--- src/rtl/channel_noise_adder.sv ---
// Adds upstream Gaussian noise to I/Q symbols behind an IDLE/WARMUP/RUN gate, then saturates to S(8,7).
// Optional saturation counter enabled by defining CHANNEL_SAT_CNT_EN.
module channel_noise_adder #(
  parameter int unsigned NBT_DATA      = 8,
  parameter int unsigned NBF_DATA      = 7,
  parameter int unsigned WARMUP_CYCLES = 16,
  parameter int unsigned NB_SAT_CNT    = 16
) (
  input  logic                  clk,
  input  logic                  i_reset,
  input  logic                  i_enable,
  input  logic                  i_valid,
  input  logic [NBT_DATA-1:0]   i_sym_I,
  input  logic [NBT_DATA-1:0]   i_sym_Q,
  input  logic [NBT_DATA-1:0]   i_noise_I,
  input  logic [NBT_DATA-1:0]   i_noise_Q,
  output logic                  o_valid,
  output logic [NBT_DATA-1:0]   o_rx_I,
  output logic [NBT_DATA-1:0]   o_rx_Q,
  output logic [NB_SAT_CNT-1:0] o_sat_count
);

  localparam int unsigned NBS       = NBT_DATA + 1;
  localparam int unsigned CNT_W     = (WARMUP_CYCLES > 1) ? $clog2(WARMUP_CYCLES) : 1;
  localparam int unsigned WARM_LAST = (WARMUP_CYCLES > 0) ? WARMUP_CYCLES - 1 : 0;

  if (NBF_DATA >= NBT_DATA) begin : g_bad_format
    $error("channel_noise_adder: NBF_DATA must be smaller than NBT_DATA");
  end

  typedef enum logic [1:0] {
    IDLE   = 2'd0,
    WARMUP = 2'd1,
    RUN    = 2'd2
  } state_t;

  state_t             state;
  logic [CNT_W-1:0]   warm_cnt;

  logic               v1;
  logic [NBS-1:0]     sum_i;
  logic [NBS-1:0]     sum_q;
  logic [NBT_DATA-1:0] noise_i;
  logic [NBT_DATA-1:0] noise_q;

  function automatic logic [NBT_DATA-1:0] saturate(input logic [NBS-1:0] s);
    if (s[NBS-1] == s[NBS-2]) return s[NBT_DATA-1:0];
    else if (s[NBS-1])        return {1'b1, {(NBT_DATA-1){1'b0}}};
    else                      return {1'b0, {(NBT_DATA-1){1'b1}}};
  endfunction

  // Enable gating: a low enable always wins and returns to IDLE.
  always_ff @(posedge clk) begin
    if (!i_reset) begin
      state    <= IDLE;
      warm_cnt <= '0;
    end else if (!i_enable) begin
      state    <= IDLE;
      warm_cnt <= '0;
    end else begin
      case (state)
        IDLE: begin
          warm_cnt <= '0;
          state    <= (WARMUP_CYCLES == 0) ? RUN : WARMUP;
        end
        WARMUP: begin
          if (warm_cnt == CNT_W'(WARM_LAST)) state <= RUN;
          else                               warm_cnt <= warm_cnt + CNT_W'(1);
        end
        RUN:     state <= RUN;
        default: state <= IDLE;
      endcase
    end
  end

  // Noise is applied only to samples captured while the FSM sits in RUN.
  assign noise_i = (state == RUN) ? i_noise_I : '0;
  assign noise_q = (state == RUN) ? i_noise_Q : '0;

  always_ff @(posedge clk) begin
    if (!i_reset) begin
      v1    <= 1'b0;
      sum_i <= '0;
      sum_q <= '0;
    end else begin
      v1 <= i_valid;
      if (i_valid) begin
        sum_i <= {i_sym_I[NBT_DATA-1], i_sym_I} + {noise_i[NBT_DATA-1], noise_i};
        sum_q <= {i_sym_Q[NBT_DATA-1], i_sym_Q} + {noise_q[NBT_DATA-1], noise_q};
      end
    end
  end

  // Output stage: saturated samples, held between valid beats.
  always_ff @(posedge clk) begin
    if (!i_reset) begin
      o_valid <= 1'b0;
      o_rx_I  <= '0;
      o_rx_Q  <= '0;
    end else begin
      o_valid <= v1;
      if (v1) begin
        o_rx_I <= saturate(sum_i);
        o_rx_Q <= saturate(sum_q);
      end
    end
  end

`ifdef CHANNEL_SAT_CNT_EN
  logic                  sat_hit;
  logic [NB_SAT_CNT-1:0] sat_cnt;

  // One count per sample even if both rails clip; counter is frozen while IDLE.
  assign sat_hit = v1 && (state != IDLE) &&
                   ((sum_i[NBS-1] != sum_i[NBS-2]) || (sum_q[NBS-1] != sum_q[NBS-2]));

  always_ff @(posedge clk) begin
    if (!i_reset)                         sat_cnt <= '0;
    else if (sat_hit && (sat_cnt != '1))  sat_cnt <= sat_cnt + NB_SAT_CNT'(1);
  end

  assign o_sat_count = sat_cnt;
`else
  assign o_sat_count = '0;
`endif

endmodule
--- config.mk ---
export PLATFORM = sky130hd
export DESIGN_NAME = channel_noise_adder
export DESIGN_NICKNAME = d
export VERILOG_FILES = /design/src/rtl/channel_noise_adder.sv
export SDC_FILE = /design/constraint.sdc
export NUM_CORES = 1
export LEC_CHECK = 0
export ABC_AREA = 1
export CORE_MARGIN = 1
export CORE_UTILIZATION = 45
export CTS_CLUSTER_DIAMETER = 30
export DETAILED_ROUTE_END_ITERATION = 6
export PLACE_DENSITY = 0.77
export SLEW_MARGIN = 0
export SYNTH_ARGS = -nofsm -noshare
export SYNTH_HDL_FRONTEND = slang
export SYNTH_SLANG_ARGS = --single-unit
--- constraint.sdc ---
create_clock -name clk -period 2 [get_ports clk]
set_input_delay 0.4 -clock clk [delete_from_list [all_inputs] [get_ports clk]]
set_output_delay 0.4 -clock clk [all_outputs]
set_load 0.1 [all_outputs]
==> summary.txt, run 1 <==
Status
  • Status: complete, no violations

Clock tree
  • CTS root buf: clkbuf_8
  • Worst-path clk slew: 0.08 ns
  • Skew-Pair Late Insertion Delay: 0.29 ns
  • CTS Buf Count: 5
  • CTS Sinks: 42
  • Max H-tree Level: 2
  • CTS tree: done
  • Max Root-Sink Buffers: 2
  • Post-CTS Hold Fix Bufs: 0

Logic synthesis
  • Yosys reg bits: 42
  • Post-synthesis sequential area ratio: 0.305
  • Post-synthesis area per instance: 6.83 µm²
  • Synth Instances: 404
  • Mapped Area: 0.00276 mm²
  • Distinct cells, synth: 21
  • Synth warnings: 0

Layout
  • P&R area growth vs syn: 29.3%
  • Final Util: 0.602
  • Fin area: 0.00357 mm²
  • Layout Nets: 531
  • Register area: 841 µm²
  • Filler cell count: 598
  • # diodes: 0
  • Footprint of the multi-input gates: 0.00157 mm²
  • Layout cell share with drive strength beyond 1: 0.145
  • Final Non-Filler Cells: 545

Power
  • Power per Cell Area: 653 mW/mm²
  • Max IR drop VDD: 0.000392 V
  • Leak pwr: 2.03 nW

Drt
  • Via Count: 2,551
  • # DRC: 0
  • Pre-Repair DR Iteration Count: 4
  • Total Wirelength: 5610 µm
  • Post-route ant nets: 0
  • DR iter-0 viols: 47
  • Routed len/inst: 10.3 µm
  • Vias per std cell: 4.68

STA
  • Hold Vio Cnt, Final: 0
  • Final Setup Violations: 0
  • RSZ-0062 raised after global routing: yes
  • Period utilisation layout: 0.943
  • Crit path time final: 1.89 ns
  • WHS: 0.477 ns
  • Fmax: 0.530 GHz
  • Setup TNS: 0 ns
  • Final Max Slew Viols: 0
  • Setup Skew: 0.00700 ns

GRT
  • Largest net degree at the start of global routing: 31
  • Initial antenna violation count: 0
  • Aggregate global routing overflow: 0
  • Total GRT Usage: 0.185
  • First-pass GRT wire length: 9380 µm
  • Vias in the first global route: 2,373

Floorplan
  • Io pins: 69
  • Die area: 0.00644 mm²
  • Core region area: 0.00592 mm²
  • Chip height: 80.3 µm
  • Starting Density: 0.466
  • Die width: 80.3 µm
  • Core Rows: 28

Setup path
  • Critical Path RT: 2.20 ns
  • Setup CP Type: flop to flop
  • CP Capture Type: flop
  • Max Fanout on Critical Path: 7
  • WP data arrival: 2.09 ns
  • Critical Path Source Type: flop

Min path
  • Worst hold-check path type: flop to flop

Placement
  • Hpwl dp: 4210 µm
  • Post-DP Area: 0.00335 mm²
  • GP Congestion: 0.757
  • Count of input and output buffers: 52
  • DP Cell Count: 536

Run
  • Max-cap violation count: 0
==> cell usage in the layout (no fill, tap or decap), types with 8 or more instances in the layout <==
cell type | netlist | routed
nand2_1 | 92 | 88
inv_1 | 84 | 83
dfxtp_1 | 42 | 42
nor2_1 | 38 | 38
clkdlybuf4s50_1 | 0 | 35
buf_4 | 17 | 35
nand3_1 | 22 | 21
ha_1 | 24 | 19
conb_1 | 1 | 16
o21ai_0 | 15 | 15
a21oi_1 | 17 | 14
o221ai_1 | 14 | 14
nand3b_1 | 9 | 9
clkbuf_8 | 0 | 8
==> power by group <==
part | leakage, nW | switching (W) | internal, W
Combinational | 1.62 | 0.000530 | 0.000248
Sequential | 0.347 | 0.0000363 | 0.000894
Clock | 0.0575 | 0.000274 | 0.000348
Total | 2.03 | 0.000840 | 0.00149
==> sequential cells by signal (all words and copies together), names as in the netlist <==
register and flops:
o_rx_I 8, o_rx_Q 8, sum_q 9, warm_cnt 4, sum_i 9, v1 1, state 2, o_valid 1
==> synth_stat cells (all sizes together) <==
cell type   n  area, µm²
fa          2       40.0
o211ai      4       30.0
dfxtp      42        841
clkbuf      3       11.3
o221ai     14        123
and3        1       6.26
conb        1       3.75
nand2      93        352
or2         4       35.0
nand3      22        110
ha         24        300
inv        84        315
nor2       38        143
o21ai      18        101
nand3b      9       67.6
xor2        3       26.3
buf        25        168
a21oi      17       85.1
==> final timing paths <==
check                           cells past startpoint           to  slack [ns]         from
worst min register to register                      1  warm_cnt[0]        0.48  warm_cnt[0]
worst max register to register                     14     sum_i[8]        0.11     state[0]
worst max-delay path                               14     sum_i[8]        0.11     state[0]
worst min-delay path                                1  warm_cnt[0]        0.48  warm_cnt[0]
==> layout make-up <==
cell class | count | area share
sequential | 42 | 0.236
inverter | 84 | 0.0884
timing repair buffer | 71 | 0.178
multi-input combinational | 265 | 0.441
clock buffer | 8 | 0.0309
tap | 75 | 0.0263
==> per-stage QoR <==
| stage | total power, W | worst slack (ns) |
|---|---|---|
| 2_1_floorplan | 0.00153 | 0.00113 |
| 3_3_place_gp | 0.00170 | -0.135 |
| 3_5_place_dp | 0.00171 | -0.181 |
| 4_1_cts | 0.00234 | 0.0102 |
| 5_1_grt | 0.00246 | -0.0163 |
| 6_report | 0.00233 | 0.113 |
==> layer usage <==
metal	track usage	routed length, µm
met1	0.189	2340
met2	0.363	3000
met3	0.0455	185
met4	0.0607	85
met5	0	0
==> cells by family (layout without fill, tap and decap cells) <==
group,after synthesis,after routing,share of synthesized area
adders and majority gates,26,26,0.123
buffers and inverters,112,163,0.179
and+or+nand+nor,167,167,0.259
other,1,16,0.00136
xor gates and xnor gates,3,3,0.00953
DFF,42,42,0.305
AOI/OAI and AO/OA,53,53,0.123
==> timing repair <==
item / 4_1_cts / 5_1_grt
buffers inserted: 0 / 1
setup endpoints to repair: 11 / 8
gates resized for setup: 2 / 17
pin swaps: 0 / 2
==> critical path, stage by stage (launching register included) <==
cell and delay, ns:
dfxtp_1 0.33, inv_1 0.08, ha_4 0.20, nand2_1 0.07
inv_1 0.04, ha_1 0.20, fa_2 0.34, nand2_1 0.09
nand2_2 0.08, nand3_1 0.11, nand2_1 0.06, nand2_1 0.06
nand3_1 0.06, nand2_1 0.06, inv_1 0.04
Note: power is estimated with default switching activity, not from simulation.
==> run 2, diff against run 1 <==
--- a/config.mk
+++ b/config.mk
@@ -7,10 +7,10 @@
 export LEC_CHECK = 0
 export ABC_AREA = 1
 export CORE_MARGIN = 1
-export CORE_UTILIZATION = 45
+export CORE_UTILIZATION = 50
 export CTS_CLUSTER_DIAMETER = 30
 export DETAILED_ROUTE_END_ITERATION = 6
-export PLACE_DENSITY = 0.77
+export PLACE_DENSITY = 0.81
 export SLEW_MARGIN = 0
 export SYNTH_ARGS = -nofsm -noshare
 export SYNTH_HDL_FRONTEND = slang
==> constraint.sdc (replaced) <==
create_clock -name clk -period 1.9 [get_ports clk]
set_input_delay 0.38 -clock clk [delete_from_list [all_inputs] [get_ports clk]]
set_output_delay 0.38 -clock clk [all_outputs]
set_load 0.1 [all_outputs]
==> run 2 against run 1 <==
Compared with the run above: fmax grew 1.9%; die area decreased by 9.8%; via count is 5.1% higher; largest power group unchanged; worst hold slack got worse by 0.0022 ns; setup slack got worse by 0.065 ns; critical endpoint is now sum_q[8]; core utilization up 15 points.
==> summary.txt, run 2 (synthesized netlist as in run 1, its figures left out) <==
Status
  • Status: complete, no violations

Drt
  • Routed len/inst: 11.3 µm (+10%)
  • Post-route ant nets: 0 (unchanged)
  • Via Count: 2,682 (+5.1%)
  • # DRC: 0 (unchanged)
  • Total Wirelength: 6170 µm (+10%)
  • Vias per std cell: 4.92 (+5.1%)
  • Pre-Repair DR Iteration Count: 4 (unchanged)
  • DR iter-0 viols: 74 (+57%)

Layout
  • Fin area: 0.00393 mm² (+10%)
  • Layout Nets: 536 (+0.94%)
  • P&R area growth vs syn: 42.6%
  • Commonest non-fill, non-tap cell in the layout: nand2_1
  • Filler cell count: 385 (-36%)
  • Layout cell share with drive strength beyond 1: 0.202 (+0.0574)
  • Top Registers: sum_i x9, sum_q x9
  • Final Non-Filler Cells: 545 (unchanged)
  • # diodes: 0 (unchanged)
  • Most frequent cells in the layout: 84 x nand2_1, 78 x inv_1, 41 x dfxtp_1, 36 x nor2_1, 35 x clkdlybuf4s50_1

Floorplan
  • Starting Density: 0.530 (+0.0640)
  • Core Rows: 26 (-7.1%)
  • Io pins: 69 (unchanged)
  • Core region area: 0.00520 mm² (-12%)
  • Chip height: 76.3 µm (-5.0%)
  • Die width: 76.3 µm (-5.0%)
  • Die area: 0.00582 mm² (-9.8%)

Clock tree
  • CTS Sinks: 42 (unchanged)
  • CTS tree: done
  • CTS Buf Count: 5 (unchanged)
  • CTS root buf: clkbuf_8
  • Worst-path clk slew: 0.08 ns (about the same)
  • Skew-Pair Late Insertion Delay: 0.30 ns (about the same)
  • Max Root-Sink Buffers: 2 (unchanged)
  • Max H-tree Level: 2 (unchanged)

Power
  • Leak pwr: 2.10 nW (+3.7%)
  • Power per Cell Area: 704 mW/mm² (+7.7%)
  • Max IR drop VDD: 0.000585 V (+49%)
  • Internal Power: 0.00183 W (+23%)
  • Sw Ratio: 0.338 (-0.0224)
  • Combinational power share: 0.329 (-0.005)
  • Net Switching: 0.000936 W (+11%)
  • Seq pwr share: 0.358 (-0.041)
  • Clock Power Share: 0.313 (+0.046)

Placement
  • GP Congestion: 0.805 (+6.3%)
  • Count of input and output buffers: 52 (unchanged)
  • Hpwl dp: 4600 µm (+9.1%)
  • DP Cell Count: 536 (unchanged)
  • Post-DP Area: 0.00358 mm² (+6.6%)

STA
  • Hold Vio Cnt, Final: 0 (unchanged)
  • Final Setup Violations: 0 (unchanged)
  • WHS: 0.474 ns (-0.00218 ns)
  • Fmax: 0.540 GHz (+1.9%)
  • Setup Skew: 0.00517 ns (-0.00183 ns)
  • Crit path time final: 1.85 ns (-0.0355 ns)
  • Final Max Slew Viols: 0 (unchanged)
  • Period utilisation layout: 0.974 (+0.0310)
  • RSZ-0062 raised after global routing: yes

Setup path
  • Critical Path RT: 2.11 ns (-0.09 ns)
  • WP data arrival: 2.06 ns (-0.03 ns)
  • Critical Path Source Type: flop
  • Setup CP Type: flop to flop
  • CP Capture Type: flop
  • Max Fanout on Critical Path: 7 (unchanged)

GRT
  • Largest net degree at the start of global routing: 33 (+6.5%)
  • Aggregate global routing overflow: 0 (unchanged)
  • Vias in the first global route: 2,542 (+7.1%)
  • Initial antenna violation count: 0 (unchanged)
  • First-pass GRT wire length: 10,300 µm (+9.6%)
  • Total GRT Usage: 0.215 (+0.0301)

Run
  • Max-cap violation count: 0 (unchanged)

Min path
  • Worst hold-check path type: flop to flop
-- run 2: cell types whose count changed in the layout (fill, tap and decap cells not counted), sizes merged --
cell	before	now
buf	36	41
bufinv	0	2
clkbuf	8	6
-- run 2: cell type report --
| type | instances | area [µm²] | share of cell area |
|---|---|---|---|
| multi-input combinational | 265 | 1700 | 0.433 |
| clock inverter | 2 | 60.1 | 0.0153 |
| tap | 70 | 87.6 | 0.0223 |
| sequential | 42 | 842 | 0.214 |
| timing repair buffer | 76 | 841 | 0.214 |
| inverter | 84 | 315 | 0.0802 |
| clock buffer | 6 | 82.6 | 0.0210 |
-- run 2: through the flow --
| stage | setup TNS, ns | util | total power, W | worst slack [ns] |
|---|---|---|---|---|
| 3_3_place_gp | -1.16 | 0.687 | 0.00186 | -0.161 |
| 6_report | 0 | 0.756 | 0.00277 | 0.0490 |
| 4_1_cts | 0 | 0.720 | 0.00274 | 0.00143 |
| 3_5_place_dp | -1.55 | 0.687 | 0.00188 | -0.206 |
| 2_1_floorplan | -0.00488 | - | 0.00162 | -0.00488 |
| 5_1_grt | -0.159 | 0.756 | 0.00290 | -0.0432 |
-- run 2: layer usage --
metal / vias to the layer above / share of wire / GRT usage
li1: 1368 / - / -
met1: 1244 / 0.40 / 0.226
met2: 57 / 0.56 / 0.412
met3: 13 / 0.029 / 0.0503
met4: 0 / 0.018 / 0.0788
met5: - / 0 / 0
-- run 2: worst max-delay path: stages (launching register included) --
cell	delay (ns)
dfxtp_2	0.34
inv_2	0.05
ha_4	0.19
buf_6	0.14
nand2_1	0.07
inv_1	0.05
ha_1	0.30
nand2_1	0.12
inv_1	0.07
a21oi_2	0.16
nand2_1	0.06
nand2_1	0.05
nand3_1	0.06
nand2_1	0.06
inv_1	0.03
-- run 2: path summary, 6_finish.rpt --
check         startpoint          end  slack, ns  cells past startpoint
max             state[0]     sum_q[8]       0.05                     14
min          warm_cnt[0]  warm_cnt[0]       0.47                      1
max reg2reg     state[0]     sum_q[8]       0.05                     14
min reg2reg  warm_cnt[0]  warm_cnt[0]       0.47                      1
-- run 2: timing repair --
action | in CTS | in global routing
pin swaps | 1 | 19
hold buffers | 0 | 0
setup buffers | 0 | 1
gates resized for setup | 6 | 33
endpoints found under the setup margin | 13 | 12
-- run 2: power groups by stage --
| stage | combinational (W) | sequential [W] | clock (W) |
|---|---|---|---|
| after floorplan | 0.000447 | 0.00117 | 0 |
| after global placement | 0.000847 | 0.00101 | 0 |
| after detailed placement | 0.000866 | 0.00101 | 0 |
| after CTS | 0.000874 | 0.000991 | 0.000874 |
| after global routing | 0.000977 | 0.00100 | 0.000920 |
| final | 0.000911 | 0.000992 | 0.000866 |
